### config.mk
export PLATFORM = sky130hd
export DESIGN_NAME = instr_serializer
export DESIGN_NICKNAME = d
export VERILOG_FILES = /design/src/rtl/instr_serializer.sv
export SDC_FILE = /design/constraint.sdc
export NUM_CORES = 1
export LEC_CHECK = 0
export BUFFER_PORTS_ARGS = -buffer_cell sky130_fd_sc_hd__clkbuf_2
export CAP_MARGIN = 20
export CORE_MARGIN = 3
export CORE_UTILIZATION = 55
export CTS_CLUSTER_SIZE = 14
export DETAILED_ROUTE_END_ITERATION = 7
export PLACE_DENSITY = 0.91
export SYNTH_ARGS = -nofsm -noshare
export SYNTH_HDL_FRONTEND = slang
export SYNTH_SLANG_ARGS = --single-unit
### constraint.sdc
create_clock -name clk -period 7.37 [get_ports clk]
set_input_delay 0.3685 -clock clk [delete_from_list [all_inputs] [get_ports clk]]
set_output_delay 0.3685 -clock clk [all_outputs]
set_load 0.01 [all_outputs]
### src/rtl/instr_serializer.sv
// instr_serializer: transmit end of the byte-wide instruction link.
// Sends each accepted instruction little-endian as 2 bytes (R/B/J/SYS_END)
// or 4 bytes (I/M, immediate appended), one byte per data_ready strobe.
// Optional feature: define SERIALIZER_TXCOUNT_EN to add the tx_count output
// (count of fully presented legal instructions).
module instr_serializer #(
  parameter int GAP_CYCLES = 0
) (
  input  logic        clk,
  input  logic        rst,
  input  logic        instr_valid,
  input  logic [15:0] instruction,
  input  logic [15:0] imm,
  input  logic        tx_hold,
  output logic        instr_ready,
  output logic [7:0]  serial_out,
  output logic        data_ready,
  output logic        busy,
  output logic        error
`ifdef SERIALIZER_TXCOUNT_EN
  ,
  output logic [15:0] tx_count
`endif
);

  // opcode_t encoding shared with the receiver
  localparam logic [2:0] R_TYPE  = 3'd0;
  localparam logic [2:0] I_TYPE  = 3'd1;
  localparam logic [2:0] M_TYPE  = 3'd2;
  localparam logic [2:0] B_TYPE  = 3'd3;
  localparam logic [2:0] J_TYPE  = 3'd4;
  localparam logic [2:0] SYS_END = 3'd5;

  localparam logic [3:0] GAP_INIT = 4'(GAP_CYCLES);

  typedef enum logic [1:0] {IDLE, SEND, GAP} state_t;

  state_t      state;
  logic [1:0]  idx;
  logic        len4;
  logic [3:0]  gap_cnt;
  logic [15:0] instr_q;
  logic [15:0] imm_q;
  logic        is_last;
  logic        xfer;
  logic        load;
  logic [7:0]  next_byte;

  function automatic logic op_legal(input logic [2:0] op);
    return (op == R_TYPE) || (op == I_TYPE) || (op == M_TYPE) ||
           (op == B_TYPE) || (op == J_TYPE) || (op == SYS_END);
  endfunction

  function automatic logic op_long(input logic [2:0] op);
    return (op == I_TYPE) || (op == M_TYPE);
  endfunction

  // Handshake: accept in IDLE, or on the last byte of SEND when no gap is owed
  always_comb begin
    is_last     = (idx == (len4 ? 2'd3 : 2'd1));
    instr_ready = ~tx_hold & rst &
                  ((state == IDLE) ||
                   ((state == SEND) && is_last && (GAP_CYCLES == 0)));
    xfer        = instr_valid & instr_ready;
    load        = xfer & op_legal(instruction[2:0]);
    case (idx)
      2'd0:    next_byte = instr_q[7:0];
      2'd1:    next_byte = instr_q[15:8];
      2'd2:    next_byte = imm_q[7:0];
      default: next_byte = imm_q[15:8];
    endcase
  end

  // Capture the instruction and immediate at each legal transfer edge
  always_ff @(posedge clk) begin
    if (load) begin
      instr_q <= instruction;
      imm_q   <= imm;
    end
  end

  // Control FSM with registered byte bus, strobe, busy and error outputs
  always_ff @(posedge clk) begin
    if (!rst) begin
      state      <= IDLE;
      idx        <= 2'd0;
      len4       <= 1'b0;
      gap_cnt    <= 4'd0;
      serial_out <= 8'h00;
      data_ready <= 1'b0;
      busy       <= 1'b0;
      error      <= 1'b0;
`ifdef SERIALIZER_TXCOUNT_EN
      tx_count   <= 16'h0000;
`endif
    end else begin
      error <= 1'b0;
      case (state)
        IDLE: begin
          data_ready <= 1'b0;
          if (xfer) begin
            if (load) begin
              serial_out <= instruction[7:0];
              data_ready <= 1'b1;
              idx        <= 2'd1;
              len4       <= op_long(instruction[2:0]);
              state      <= SEND;
              busy       <= 1'b1;
            end else begin
              error <= 1'b1;
            end
          end
        end
        SEND: begin
          if (tx_hold) begin
            data_ready <= 1'b0;
          end else begin
            serial_out <= next_byte;
            data_ready <= 1'b1;
            idx        <= idx + 2'd1;
            if (is_last) begin
`ifdef SERIALIZER_TXCOUNT_EN
              tx_count <= tx_count + 16'd1;
`endif
              if (GAP_CYCLES > 0) begin
                state   <= GAP;
                gap_cnt <= GAP_INIT;
              end else if (load) begin
                // Back-to-back: new byte 0 goes out on the following edge
                idx   <= 2'd0;
                len4  <= op_long(instruction[2:0]);
                state <= SEND;
              end else begin
                if (xfer) error <= 1'b1;
                state <= IDLE;
                busy  <= 1'b0;
              end
            end
          end
        end
        GAP: begin
          data_ready <= 1'b0;
          if (gap_cnt <= 4'd1) begin
            gap_cnt <= 4'd0;
            state   <= IDLE;
            busy    <= 1'b0;
          end else begin
            gap_cnt <= gap_cnt - 4'd1;
          end
        end
        default: begin
          state <= IDLE;
          busy  <= 1'b0;
        end
      endcase
    end
  end

endmodule

==> impl_metrics.json <==
{
  "outcome": "finished clean",
  "fin_crit_sh_pct": 27.44,
  "antenna_found_initial": 0,
  "maxSlewViolCount": 0,
  "dieWidth_microns": 65.44,
  "worstPathArrival_ps": 1650,
  "slowest_stage": "dfxtp_1",
  "relSlewSlack_pct": 57.16,
  "finalWeightedCongestion": 0.7723,
  "highest_layer": "met4",
  "cts-buffers-inserted": 5,
  "final_cell_mix": "47 x clkbuf_2, 32 x edfxtp_1, 20 x nand2_1, 16 x nand3_1, 15 x dfxtp_1",
  "io-pin-count": 48,
  "critPathRequiredTime_ps": 7000,
  "dpl.hpwl_microns": 2837,
  "wl_met3_microns": 290,
  "worst_pin_slew_ps": 641.2,
  "synth_area_sq_um": 1943,
  "synthFlopType": "edfxtp_1",
  "path_class": "reg -> out",
  "cts_max_level": 2,
  "dpl_cell_area_sq_um": 2203,
  "crit_fanout": 16,
  "worstSetupEndpointType": "output port",
  "met2WireLength_microns": 1964,
  "rsz0062_at_grt": "false",
  "utilization_pct": 71.13,
  "fmax_ghz": 0.4946,
  "ctsResizeCount": 0,
  "num-nets-final": 233,
  "async_flop_share_pct": 0,
  "ys_seq_elements": 47,
  "core_sq_um": 3203,
  "clkLatencyLatePin_ps": 360,
  "diodes": 0,
  "synth_fp_nets": 186,
  "hold_path_class": "in -> reg",
  "synth_seq_area_share_pct": 64.91,
  "final_common_cell": "clkbuf_2",
  "setup_viol": 0,
  "numPortBuffers": 47,
  "avgSynthCellArea_sq_um": 13.31,
  "synth-edff-count": 32,
  "drt-wirelength-per-cell_microns": 15.94,
  "synth_cell_types": 37,
  "grt_pass1_wl_microns": 6361,
  "hold_buffers": 0,
  "overflow": 0,
  "clockRootBuffer": "clkbuf_4",
  "ant_nets": 0,
  "post_cts.repair.setup_buffers": 0,
  "drive_gt1_share_pct": 32.99,
  "cts.clk_slew.worst_paths_ps": 130,
  "grt_pass1_vias": 1334,
  "grt_usage_pct": 20.06,
  "dieArea_sq_um": 4282,
  "maxCapViolCount": 0,
  "num_vias": 1334,
  "stdcell_area_sq_um": 2278,
  "drt-vias-per-instance": 5.605,
  "clock_sinks": 47,
  "skew_ps": 9.404,
  "drt_first_pass_iters": 4,
  "layout_min_cycle_time_ps": 2022,
  "syn2layout_area_growth_pct": 17.26,
  "fin_setup_tns_ps": 0,
  "drt_wl_total_microns": 3794,
  "vdd_drop_max_mv": 0.1586,
  "first_iter_violations": 94,
  "postSynthCellCount": 146,
  "p_per_area_nw_per_um2": 213.5,
  "wl_met1_microns": 1461,
  "grt_max_degree": 33,
  "initial_core_util_pct": 60.66,
  "yosysWarnings": 0,
  "rows": 20,
  "worstSetupStartpointType": "flip-flop",
  "cts_tree": "yes",
  "nFillCells": 242,
  "final_hold_viol_count": 0,
  "worstPathCellList": "a21boi_2 -> nor2b_2 -> clkbuf_2",
  "die_h_microns": 65.44,
  "cts_max_path_buffers": 2,
  "drc": 0,
  "p_leak_uw": 0.0008576,
  "critPathMaxStageDelay_ps": 690
}
-- final timing paths --
kind                 startpoint       endpoint  slack, ps  cells past startpoint
hold / removal           imm[3]       imm_q[3]        170                      1
setup / recovery       state[0]    instr_ready       5350                      3
hold reg to reg   serial_out[6]  serial_out[6]        470                      2
setup reg to reg       state[0]  serial_out[5]       5570                      4
-- cells by family after synthesis --
family                     after synthesis  share of synthesized area, %
DFF                                     47                         64.91
buffers and inverters                   10                         2.447
AOI/OAI and AO/OA                       27                         11.91
adders and majority gates                4                         2.576
muxes                                    8                         4.121
and+or+nand+nor                         48                         13.14
xor gates and xnor gates                 2                        0.9016
-- synth_stat cells (4+ instances only) --
cell	number	area (sq um)
nand3_1	16	80.08
a22oi_1	8	60.06
mux2i_1	8	80.08
ha_1	4	50.05
dfxtp_1	15	300.3
nand2_1	20	75.07
edfxtp_1	32	960.9
o22a_1	7	61.31
clkbuf_1	4	15.01
-- critical path: cells and delay by family (launching register included) --
| kind | cells | cell delay (ps) |
|---|---|---|
| flops | 1 | 690 |
| compound gates | 1 | 400 |
| buf+inv | 1 | 130 |
| simple gates | 1 | 80 |
-- area by class of cell --
| class | instances | area (sq um) | area share (%) |
|---|---|---|---|
| clock buffers | 7 | 45.04 | 1.977 |
| flip-flops and latches | 47 | 1261 | 55.35 |
| multi-input cells | 89 | 636.9 | 27.95 |
| repair buffers | 48 | 242.7 | 10.65 |
| well taps | 44 | 55.05 | 2.416 |
| clock inverters | 1 | 30.03 | 1.318 |
| inverters | 2 | 7.507 | 0.3295 |
-- power by group --
| part | internal [uW] | leakage, uW | switching, uW |
|---|---|---|---|
| clock network | 72.0 | 0.0000395 | 76.2 |
| logic | 19.9 | 0.000404 | 23.6 |
| registers | 290 | 0.000414 | 4.62 |
| total | 382 | 0.000858 | 104 |
-- flip-flops by register name, indices dropped and copies added (netlist names) --
name        cells
busy            1
data_ready      1
error           1
idx             2
imm_q          16
instr_q        16
len4            1
serial_out      8
state           1
-- metrics by stage --
step,hold WS (ps),total power (uW),worst slack [ps],cells
finish,170.0,486.4,5348,238
global route,142.0,509.2,5259,238
CTS,159.6,489.9,5350,238
detailed placement,456.1,344.4,5323,230
global placement,442.9,341.3,5430,230
floorplan,467.4,324.7,4819,146
-- per-layer routing --
layer,GRT usage [%],up-vias
met3,4.444,7
met4,9.326,0
met1,25.43,631
li1,-,639
met5,0,-
met2,32.74,57
(Power assumes the default switching activity.)
